**src/rtl/pipe_pkg.sv**
```systemverilog
`default_nettype none
// ============================================================================
// Module      : pipe_pkg
// Description : Shared widths, M-stage FSM states and the W-stage bundle of
//               the 8-bit dual-write-port pipelined processor.
// Revision    : 1.0 - initial release
// ============================================================================
package pipe_pkg;

  localparam int WORD_W = 8;
  localparam int RA_W   = 3;

  // Memory access sequencer states
  typedef enum logic [0:0] {
    IDLE = 1'b0,
    WAIT = 1'b1
  } mem_state_t;

  // Everything the write-back stage needs from one instruction
  typedef struct packed {
    logic [WORD_W-1:0] ReadData;
    logic [WORD_W-1:0] ALUResult;
    logic [RA_W-1:0]   WA3;
    logic [RA_W-1:0]   WA4;
    logic              RegWriteA;
    logic              RegWriteB;
    logic              MemtoReg;
  } wb_bundle_t;

  // A bubble writes nothing and carries no data
  localparam wb_bundle_t WB_BUBBLE = '0;

endpackage
`default_nettype wire

```
**src/rtl/mem_stage_w_if.sv**
```systemverilog
`default_nettype none
// ============================================================================
// Module      : mem_stage_w_if
// Description : Request/ready data-memory bus between the M stage (master)
//               and a variable-latency data memory (slave).
// Revision    : 1.0 - initial release
// ============================================================================
interface mem_stage_w_if;
  import pipe_pkg::*;

  logic              mem_req;
  logic              mem_we;
  logic [WORD_W-1:0] mem_addr;
  logic [WORD_W-1:0] mem_wdata;
  logic [WORD_W-1:0] mem_rdata;
  logic              mem_ready;

  modport master (
    output mem_req, mem_we, mem_addr, mem_wdata,
    input  mem_rdata, mem_ready
  );

  modport slave (
    input  mem_req, mem_we, mem_addr, mem_wdata,
    output mem_rdata, mem_ready
  );

endinterface
`default_nettype wire

```
**src/rtl/pipe_w_reg.sv**
```systemverilog
`default_nettype none
// ============================================================================
// Module      : pipe_w_reg
// Description : M->W pipeline register. Loads the completed bundle or a
//               bubble every cycle; clears to zero on reset.
// Revision    : 1.0 - initial release
// ============================================================================
module pipe_w_reg
  import pipe_pkg::*;
(
  input  logic       clk,
  input  logic       reset,
  input  logic       load_bubble,
  input  wb_bundle_t d,
  output wb_bundle_t q
);

  wb_bundle_t r_q;

  // W register: bubble when the M instruction does not complete this cycle
  always_ff @(posedge clk) begin
    if (reset) begin
      r_q <= '0;
    end else if (load_bubble) begin
      r_q <= WB_BUBBLE;
    end else begin
      r_q <= d;
    end
  end

  assign q = r_q;

endmodule
`default_nettype wire

```
**src/rtl/mem_stage_w.sv**
```systemverilog
`default_nettype none
// ============================================================================
// Module      : mem_stage_w
// Description : Memory stage plus M->W register. Runs loads/stores against a
//               variable-latency memory, stalls the front end while waiting,
//               and aborts with a sticky MemErr after TIMEOUT wait cycles.
// Revision    : 1.0 - initial release
// ============================================================================
module mem_stage_w
  import pipe_pkg::*;
#(
  parameter int TIMEOUT = 15
) (
  input  logic              clk,
  input  logic              reset,
  input  logic [WORD_W-1:0] RD1M,
  input  logic [WORD_W-1:0] ALUResultM,
  input  logic [RA_W-1:0]   WA3M,
  input  logic [RA_W-1:0]   WA4M,
  input  logic              RegWriteAM,
  input  logic              RegWriteBM,
  input  logic              MemtoRegM,
  input  logic              MemWriteM,
  mem_stage_w_if.master     mem,
  output logic              StallM,
  output logic [WORD_W-1:0] ReadDataW,
  output logic [WORD_W-1:0] ALUResultW,
  output logic [RA_W-1:0]   WA3W,
  output logic [RA_W-1:0]   WA4W,
  output logic              RegWriteAW,
  output logic              RegWriteBW,
  output logic              MemtoRegW,
  output logic              MemErr
);

  localparam logic [7:0] c_timeout_cnt = 8'(TIMEOUT);

  mem_state_t r_state, w_state_nxt;
  logic [7:0] r_cnt, w_cnt_nxt;
  logic       r_mem_err, w_mem_err_nxt;
  logic       w_memop;
  logic       w_timeout_hit;
  logic       w_bubble;
  wb_bundle_t w_wb_nxt;
  wb_bundle_t w_wb_q;

  // A load+store combination is treated as a load only
  assign w_memop       = MemtoRegM | MemWriteM;
  assign w_timeout_hit = (r_state == WAIT) && (r_cnt == c_timeout_cnt);

  assign mem.mem_req   = w_memop & ~reset;
  assign mem.mem_we    = MemWriteM & ~MemtoRegM;
  assign mem.mem_addr  = ALUResultM;
  assign mem.mem_wdata = RD1M;

  // Hold the front end until the memory answers or the wait budget runs out
  assign StallM = w_memop & ~mem.mem_ready & ~w_timeout_hit & ~reset;

  // Bundle handed to W when the instruction leaves M successfully
  always_comb begin
    w_wb_nxt           = WB_BUBBLE;
    w_wb_nxt.ReadData  = MemtoRegM ? mem.mem_rdata : '0;
    w_wb_nxt.ALUResult = ALUResultM;
    w_wb_nxt.WA3       = WA3M;
    w_wb_nxt.WA4       = WA4M;
    w_wb_nxt.RegWriteA = RegWriteAM;
    w_wb_nxt.RegWriteB = RegWriteBM;
    w_wb_nxt.MemtoReg  = MemtoRegM;
  end

  // Next state, wait counter, error flag and bubble select
  always_comb begin
    w_state_nxt   = r_state;
    w_cnt_nxt     = r_cnt;
    w_mem_err_nxt = r_mem_err;
    w_bubble      = 1'b0;
    case (r_state)
      IDLE: begin
        if (w_memop && !mem.mem_ready) begin
          w_state_nxt = WAIT;
          w_cnt_nxt   = 8'd1;
          w_bubble    = 1'b1;
        end
      end
      WAIT: begin
        // A late ready on the final wait cycle still counts as success
        if (mem.mem_ready || !w_memop) begin
          w_state_nxt = IDLE;
          w_cnt_nxt   = 8'd0;
        end else if (w_timeout_hit) begin
          w_state_nxt   = IDLE;
          w_cnt_nxt     = 8'd0;
          w_mem_err_nxt = 1'b1;
          w_bubble      = 1'b1;
        end else begin
          w_cnt_nxt = r_cnt + 8'd1;
          w_bubble  = 1'b1;
        end
      end
      default: begin
        w_state_nxt = IDLE;
        w_cnt_nxt   = 8'd0;
      end
    endcase
  end

  // State, counter and sticky error registers
  always_ff @(posedge clk) begin
    if (reset) begin
      r_state   <= IDLE;
      r_cnt     <= 8'd0;
      r_mem_err <= 1'b0;
    end else begin
      r_state   <= w_state_nxt;
      r_cnt     <= w_cnt_nxt;
      r_mem_err <= w_mem_err_nxt;
    end
  end

  pipe_w_reg u_w_reg (
    .clk         (clk),
    .reset       (reset),
    .load_bubble (w_bubble),
    .d           (w_wb_nxt),
    .q           (w_wb_q)
  );

  assign ReadDataW  = w_wb_q.ReadData;
  assign ALUResultW = w_wb_q.ALUResult;
  assign WA3W       = w_wb_q.WA3;
  assign WA4W       = w_wb_q.WA4;
  assign RegWriteAW = w_wb_q.RegWriteA;
  assign RegWriteBW = w_wb_q.RegWriteB;
  assign MemtoRegW  = w_wb_q.MemtoReg;
  assign MemErr     = r_mem_err;

endmodule
`default_nettype wire

```
**src/flat_wrapper.sv**
```systemverilog
// flat-port wrapper written by rule: the top's interface ports become plain ports
module mem_stage_w_flat import pipe_pkg::*;
#(
  parameter int TIMEOUT = 15
)
  (clk, reset, RD1M, ALUResultM, WA3M, WA4M, RegWriteAM, RegWriteBM, MemtoRegM, MemWriteM, StallM, ReadDataW, ALUResultW, WA3W, WA4W, RegWriteAW, RegWriteBW, MemtoRegW, MemErr, mem_mem_req, mem_mem_we, mem_mem_addr, mem_mem_wdata, mem_mem_rdata, mem_mem_ready);
  mem_stage_w_if mem_i ();
  input  logic clk;
  input  logic reset;
  input  logic [WORD_W-1:0] RD1M;
  input  logic [WORD_W-1:0] ALUResultM;
  input  logic [RA_W-1:0] WA3M;
  input  logic [RA_W-1:0] WA4M;
  input  logic RegWriteAM;
  input  logic RegWriteBM;
  input  logic MemtoRegM;
  input  logic MemWriteM;
  output logic StallM;
  output logic [WORD_W-1:0] ReadDataW;
  output logic [WORD_W-1:0] ALUResultW;
  output logic [RA_W-1:0] WA3W;
  output logic [RA_W-1:0] WA4W;
  output logic RegWriteAW;
  output logic RegWriteBW;
  output logic MemtoRegW;
  output logic MemErr;
  output wire logic [$bits(mem_i.mem_req)-1:0] mem_mem_req;
  output wire logic [$bits(mem_i.mem_we)-1:0] mem_mem_we;
  output wire logic [$bits(mem_i.mem_addr)-1:0] mem_mem_addr;
  output wire logic [$bits(mem_i.mem_wdata)-1:0] mem_mem_wdata;
  input wire logic [$bits(mem_i.mem_rdata)-1:0] mem_mem_rdata;
  input wire logic [$bits(mem_i.mem_ready)-1:0] mem_mem_ready;
  assign mem_mem_req = mem_i.mem_req;
  assign mem_mem_we = mem_i.mem_we;
  assign mem_mem_addr = mem_i.mem_addr;
  assign mem_mem_wdata = mem_i.mem_wdata;
  assign mem_i.mem_rdata = mem_mem_rdata;
  assign mem_i.mem_ready = mem_mem_ready;
  mem_stage_w #(.TIMEOUT(TIMEOUT)) u_core (.clk(clk), .reset(reset), .RD1M(RD1M), .ALUResultM(ALUResultM), .WA3M(WA3M), .WA4M(WA4M), .RegWriteAM(RegWriteAM), .RegWriteBM(RegWriteBM), .MemtoRegM(MemtoRegM), .MemWriteM(MemWriteM), .mem(mem_i), .StallM(StallM), .ReadDataW(ReadDataW), .ALUResultW(ALUResultW), .WA3W(WA3W), .WA4W(WA4W), .RegWriteAW(RegWriteAW), .RegWriteBW(RegWriteBW), .MemtoRegW(MemtoRegW), .MemErr(MemErr));
endmodule
```
**config.mk**
```make
export PLATFORM = sky130hd
export DESIGN_NAME = mem_stage_w_flat
export DESIGN_NICKNAME = d
export VERILOG_FILES = /design/src/rtl/pipe_pkg.sv /design/src/rtl/mem_stage_w_if.sv /design/src/rtl/pipe_w_reg.sv /design/src/rtl/mem_stage_w.sv /design/src/flat_wrapper.sv
export SDC_FILE = /design/constraint.sdc
export NUM_CORES = 1
export LEC_CHECK = 0
export CAP_MARGIN = 20
export CORE_MARGIN = 2
export CORE_UTILIZATION = 32
export DETAILED_ROUTE_END_ITERATION = 10
export PLACE_DENSITY = 0.74
export SYNTH_ARGS = -nofsm -noshare
export SYNTH_HDL_FRONTEND = slang
export SYNTH_SLANG_ARGS = --single-unit
```
**constraint.sdc**
```tcl
create_clock -name clk -period 1.58 [get_ports clk]
set_input_delay 0.395 -clock clk [delete_from_list [all_inputs] [get_ports clk]]
set_output_delay 0.395 -clock clk [all_outputs]
set_load 0.1 [all_outputs]
```
# --- Word-level counts from Yosys, hierarchy flattened ---
# Index checks and enable logic that the tools add are counted.
totals:
  register_bits: 35
  inputBits: 37
  out_inout_bits: 45
  elab_cells: 43
classes:
  addsub: 1
  n_eq_ne: 2
  mux: 10
  bitwise: 12
  reduce_logical: 8
ops:
  columns: ["op", "n"]
  rows:
  - ["$mux W8", 3]
  - ["$pmux W8 S2", 1]
  - ["$add A8 B1 Y8 const B", 1]
  - ["$eq A8 B4 Y1 const B", 1]
  - ["$not A1 Y1", 6]
  - ["$and A1 B1 Y1", 5]
  - ["$mux W1", 4]
  - ["$pmux W1 S2", 2]
  - ["$reduce_and A3 Y1", 1]
  - ["$reduce_or A3 Y1", 1]
  - ["$logic_and A1 B1 Y1", 2]
  - ["$logic_not A1 Y1", 2]
  - ["$ne A2 B1 Y1 const B", 1]
  - ["$reduce_or A2 Y1", 1]
  - ["$logic_or A1 B1 Y1", 1]
  - ["$or A1 B1 Y1", 1]

# --- Logic depth before layout (Yosys ltp) ---
# Gate-level depths: netlist of run 1.
depth:
  depth_word: 6
  mapped_depth: 5
  ltp_nobuf: 5

# --- By module ---
# Synthesis of run 1 repeated with hierarchy kept, for this count alone.
hier_totals:
  cells_unflattened: 143
  area_unflattened_um2: 1600.3
modules_own_cells:
  columns: ["module", "instances", "cells_each", "area_each_um2", "seq_area_each_um2"]
  rows:
  - ["pipe_w_reg", 1, 56, 859.6, 500.5]
  - ["mem_stage_w", 1, 87, 740.7, 200.2]

# --- Least setup slack after synthesis of run 1 ---
# Ideal clock, no wire load.
synth_timing:
  path_kind: "flip-flop to output port"
  from: "reg u_core.r_cnt[0]"
  to: "out StallM"
  arrival_ns: 3.228
  t_required_ns: 1.185
  path_slack_ns: -2.043
  stages_incl_launch_ff: 5
  n_path_buf: 0
  path_cell_list: "dfxtp_1 ha_1 and4b_4 and2_2 a211oi_1"
synth_between:
  elab_chain_cells: 5
synth_rtl:
  columns: ["element", "line", "text"]
  rows:
  - ["start: declaration", "mem_stage_w.sv:39", "logic [7:0] r_cnt, w_cnt_nxt;"]
  - ["start signal: assignment", "mem_stage_w.sv:115", "r_cnt <= w_cnt_nxt;"]
  - ["$eq A8 B4 Y1", "mem_stage_w.sv:49", "assign w_timeout_hit = (r_state == WAIT) && (r_cnt == c_timeout_cnt);"]
  - ["$logic_and A1 B1 Y1", "mem_stage_w.sv:49", null]
  - ["$not A1 Y1", "mem_stage_w.sv:57", "assign StallM = w_memop & ~mem.mem_ready & ~w_timeout_hit & ~reset;"]
  - ["$and A1 B1 Y1 (2 in series)", "mem_stage_w.sv:57", null]
  - ["end: declaration", "flat_wrapper.sv:18", "output logic StallM;"]
# No other way between the ends.

# --- Worst setup path in the final report of run 1 ---
layout_timing:
  from: "reg u_core.r_cnt[1]"
  to: "out StallM"
# The elaborated chain is that of the path after synthesis.

==> results.cfg, run 1 <==
[outcome]
status = finished with violations
violations = negative setup slack

[layout]
area_growth_syn_to_layout_pct = 94.5
final_cell_mix = buf_12 (38), dfxtp_1 (33), clkdlybuf4s50_1 (25)
antenna_cells = 0
final_common_cell = buf_12
layout-drive-gt1-share = 0.371
instances_no_fill = 255
fin_nets = 242

[detailed_routing]
postRouteAntennaNets = 0
drt-pass1-iter-count = 4
vias = 1148
route.detailed.drc = 0
wl_per_cell_microns = 13.0
viasPerCell = 4.50
wl_mm = 3.32
drt-initial-drc-count = 19

[yosys]
syn_area_sq_um = 1350
async_flop_share = 0
synth_edf_count = 0
yosysWarnings = 0
avgSynthCellArea_sq_um = 10.1
synth_seq_cells = 35
synth_flop_cell = dfxtp_1
yosysSeqAreaShare = 0.519
syn_inst = 134
synth_cell_types = 32
syn_nets = 172

[worst_setup_path]
arrival_ns = 1.58
cp-end-kind = output pin
critPathKind = flop to output pin
crit_buf_inv = 1
crit_family = simple AND/OR/NAND/NOR gates
cp_slowest_cell = dfxtp_2
r2r.worst_path.cells = 5
cp.required_ns = 1.18
crit_path_end = StallM
crit_start = u_core.r_cnt[1]
crit_chain = ha_4 > and4b_4 > and2_4 > a211oi_4 > buf_12
r2r_slack_ns = 0.09
reg2reg_to = u_core.r_cnt[3]
crit_fanout = 2
r2r-start = u_core.r_cnt[1]
max_stage_delay_ns = 0.34
cp_num_cells = 5
startpoint_type = flop

[place]
routabilityCongestion = 0.812
dp_hpwl_mm = 2.61
port_buffers = 65
dpl.cell_count = 243
dp_slack_ns = -0.436

[floorplanning]
die_height_microns = 69.0
dieWidth_microns = 69.0
row_count = 23
die_area_sq_um = 4760
initial_utilization = 0.335
core_sq_um = 4030
top_level_ports = 82

[power_and_ir_drop]
peakVddDrop_mv = 0.529
p_leak_nw = 1.10
power_density_nw_per_um2 = 976

[clock_tree]
cts_sinks = 35
root_buffer = clkbuf_8
cts_hold_buf = 0
htreeDepth = 2
cts_tree = built
path_clk_slew_ns = 0.07
clockBufferDepth = 2
cts-buffers-inserted = 5
worstSkewPairLatency_ns = 0.28

[sta]
tightest_slew_ns = 0.434
fmax_ghz = 0.508
slew_violations = 0
post-route-period-util = 1.25
max_slew_margin = 0.710
finalCriticalPeriod_ns = 1.97
setup_tns_ns = -0.390
rsz0062_at_grt = true
hold_viol = 0
postLayoutSetupSlackWorst_ns = -0.390
finalSetupViolations = 1
skew_ns = 0.00667

[global_route]
antenna_found_initial = 0
grt_first_pass_wirelength_mm = 4.99
grt-ovfl-total = 0
grt_pass1_vias = 1129
grt_usage = 0.146
grt_max_degree = 26

[worst_hold_path]
hold_path.class = flop to flop

[flow_run]
maxCapViolCount = 0
## cells by family (layout without fill, tap and decap cells)
family	Yosys count	count (layout)	synth area share
adder cells (fa/ha/maj)	1	1	0.00926
AO/OA/AOI/OAI	18	18	0.105
flip-flops	35	35	0.519
AND/OR/NAND/NOR	55	55	0.239
XOR/XNOR	2	2	0.0130
buffers and inverters	23	94	0.116
## registers in the layout, summed over array words and instances, names as in the netlist
register	count
u_core.u_w_reg.q	25
u_core.r_cnt	8
u_core.MemErr	1
u_core.r_state	1
## Yosys cell counts (all sizes together), types with 2 or more instances
cell / n / area (sq um)
clkbuf: 4 / 16.3
a21oi: 3 / 15.0
nor3: 7 / 40.0
a211oi: 2 / 15.0
nand2: 8 / 30.0
nor2: 6 / 30.0
o21a: 3 / 22.5
and3: 9 / 56.3
o21ai: 4 / 20.0
nand4b: 2 / 17.5
a22o: 2 / 17.5
and2: 18 / 114
nand3: 3 / 15.0
buf: 18 / 136
dfxtp: 35 / 701
## worst min-delay path by stage
| stage | start | to | slack, ns | cells past startpoint |
|---|---|---|---|---|
| 2_1_floorplan | u_core.r_cnt[1] | u_core.r_cnt[1] | 0.47 | 2 |
| 3_3_place_gp | u_core.r_cnt[6] | u_core.r_cnt[6] | 0.50 | 2 |
| 3_5_place_dp | u_core.r_cnt[6] | u_core.r_cnt[6] | 0.51 | 2 |
| 4_1_cts | u_core.r_cnt[6] | u_core.r_cnt[6] | 0.52 | 2 |
| 5_1_grt | u_core.r_cnt[6] | u_core.r_cnt[6] | 0.54 | 2 |
| 6_report | u_core.r_cnt[6] | u_core.r_cnt[6] | 0.52 | 2 |
## routing by layer
| layer | track usage | vias up | share of wire |
|---|---|---|---|
| met5 | 0 | - | 0 |
| met4 | 0.0662 | 0 | 0.0042 |
| met3 | 0.0519 | 2 | 0.078 |
| met2 | 0.255 | 48 | 0.55 |
| met1 | 0.158 | 524 | 0.37 |
| li1 | - | 574 | - |
## report_power, final
part | switching, mW | leakage (nW) | internal (mW)
sequential | 0.0293 | 0.287 | 0.916
combinational | 0.409 | 0.751 | 0.275
clock | 0.306 | 0.0654 | 0.631
total | 0.745 | 1.10 | 1.82
## through the flow
stage / power [mW] / hold slack (ns) / util / cell area (sq um)
finish: 2.57 / 0.524 / 0.652 / 2630
global route: 2.66 / 0.536 / 0.652 / 2630
CTS: 2.60 / 0.519 / 0.652 / 2630
detailed placement: 1.64 / 0.510 / 0.607 / 2450
global placement: 1.63 / 0.497 / 0.607 / 2450
floorplan: 1.45 / 0.466 / - / 1400
## worst min-delay path: stages, from the launching register on
cell and delay (ns):
dfxtp_1 0.35, nand2_1 0.08, nand2_1 0.05
## timing repair
item | in CTS | in global routing
buffers inserted | 4 | 0
setup endpoints to repair | 16 | 6
gates resized for setup | 6 | 1
pin swaps | 2 | 1
endpoints found under the hold margin | 0 | 0
## cell type report
type	instances	area (sq um)
Clock buffer	6	72.6
Clock inverter	2	60.1
Fill cell	318	1400
Inverter	1	3.75
Multi-Input combinational cell	76	538
Sequential cell	35	703
Tap cell	50	62.6
Timing Repair Buffer	85	1190
(Power assumes the default switching activity.)
==> run 2, diff against run 1 <==
- CORE_MARGIN: 2 -> 5
==> results.cfg, run 2 (synthesized netlist as in run 1, its figures left out) <==
[outcome]
status = finished with violations
violations = negative setup slack

[floorplanning]
die_height_microns = 75.0
initial_utilization = 0.333
top_level_ports = 82
die_area_sq_um = 5620
row_count = 23
dieWidth_microns = 75.0
core_sq_um = 4060

[layout]
final_cell_mix = buf_12 (37), dfxtp_1 (33), clkdlybuf4s50_1 (25)
area_growth_syn_to_layout_pct = 89.8
antenna_cells = 0
layout-drive-gt1-share = 0.376
largest_reg_flops = 25
fillerInstances = 324
fin_nets = 242
final_area_sq_um = 2560
final_common_cell = buf_12

[place]
placed_area_sq_um = 2480
routabilityCongestion = 0.833
dp_slack_ns = -0.363
dp_hpwl_mm = 2.81
port_buffers = 65

[sta]
fmax_ghz = 0.512
finalCriticalPeriod_ns = 1.95
skew_ns = 0.00271
max_slew_margin = 0.725
hold_viol = 0
post-route-period-util = 1.24
slew_violations = 0
postLayoutSetupSlackWorst_ns = -0.372
rsz0062_at_grt = true
setup_tns_ns = -0.372
finalSetupViolations = 1
hold-worst-slack_ns = 0.520
tightest_slew_ns = 0.412

[detailed_routing]
drt-initial-drc-count = 50
route.detailed.drc = 0
wl_per_cell_microns = 13.4
viasPerCell = 4.59
vias = 1171
postRouteAntennaNets = 0
drt-pass1-iter-count = 4
wl_mm = 3.42

[clock_tree]
cts-buffers-inserted = 5
root_buffer = clkbuf_8
path_clk_slew_ns = 0.07
worstSkewPairLatency_ns = 0.28
cts_hold_buf = 0
htreeDepth = 2
cts_sinks = 35
cts_tree = built
clockBufferDepth = 2
post_cts_buffers = 0

[worst_setup_path]
cp-end-kind = output pin
crit_path_end = StallM
crit_family = simple AND/OR/NAND/NOR gates
max_stage_delay_ns = 0.34
startpoint_type = flop
crit_start = u_core.r_cnt[1]
cp.required_ns = 1.18
cp_slowest_cell = dfxtp_2
crit_buf_inv = 1
arrival_ns = 1.56
crit_chain = ha_4 > and4b_4 > and2_4 > a211oi_4 > buf_12
cp_num_cells = 5
r2r.worst_path.cells = 6
critPathKind = flop to output pin
r2r_slack_ns = 0.13
r2r-start = u_core.r_cnt[1]
crit_fanout = 2
reg2reg_to = u_core.r_cnt[6]

[power_and_ir_drop]
p_leak_nw = 1.07
power_density_nw_per_um2 = 871
peakVddDrop_mv = 0.517

[global_route]
grt_usage = 0.125
antenna_found_initial = 0
grt_first_pass_wirelength_mm = 5.21
grt_pass1_vias = 1159
grt_max_degree = 26
grt-ovfl-total = 0

[worst_hold_path]
hold_path.class = flop to flop
hold_path_depth = 2

[flow_run]
maxCapViolCount = 0
## run 2: repair_timing
item	in CTS	in global routing
gates resized for setup	7	2
pin swaps	1	1
endpoints found under the setup margin	33	3
## run 2: worst reg2reg max path, stage by stage (launching register included)
cell and delay, ns:
dfxtp_2 0.34, ha_4 0.16, and4b_4 0.18, buf_4 0.14
a2111oi_4 0.40, o21ai_1 0.13, nand2_1 0.07
## run 2: report_power, final
part,switching [mW],total (mW),internal [mW]
Combinational,0.409,0.679,0.270
Clock,0.306,0.613,0.308
Sequential,0.0275,0.943,0.916
## run 2: through the flow
stage / cells / utilization / total power [mW]
floorplan: 134 / - / 1.45
global placement: 247 / 0.610 / 1.64
detailed placement: 247 / 0.610 / 1.65
CTS: 255 / 0.632 / 2.27
global route: 255 / 0.632 / 2.33
finish: 255 / 0.632 / 2.23
## run 2: cell type report
type                            instances  area (sq um)  share of cell area
Clock buffer                            6          72.6              0.0283
Clock inverter                          2          12.5             0.00488
Inverter                                1          3.75             0.00146
Multi-Input combinational cell         76           543               0.212
Sequential cell                        35           703               0.274
Tap cell                               50          62.6              0.0244
Timing Repair Buffer                   85          1170               0.455
## run 2: worst min-delay path by stage
stage,startpoint,end,slack (ns)
after CTS,u_core.r_cnt[6],u_core.r_cnt[6],0.52
after global placement,u_core.r_cnt[6],u_core.r_cnt[6],0.49
after global routing,u_core.r_cnt[7],u_core.r_cnt[7],0.58
final,u_core.r_cnt[6],u_core.r_cnt[6],0.52
after detailed placement,u_core.r_cnt[6],u_core.r_cnt[6],0.51
after floorplan,u_core.r_cnt[1],u_core.r_cnt[1],0.47
## run 2: per-layer routing
metal	vias to the layer above	global-route usage	wire length (microns)
met4	0	0.0692	67
met2	45	0.205	1770
met5	-	0	0
met1	544	0.145	1330
li1	577	-	-
met3	5	0.0360	246
==> run 3, diff against run 2 <==
- HOLD_SLACK_MARGIN: default -> 0.15
==> results of run 3 <==
Final layout, timing and power as in run 2 (identical DEF).
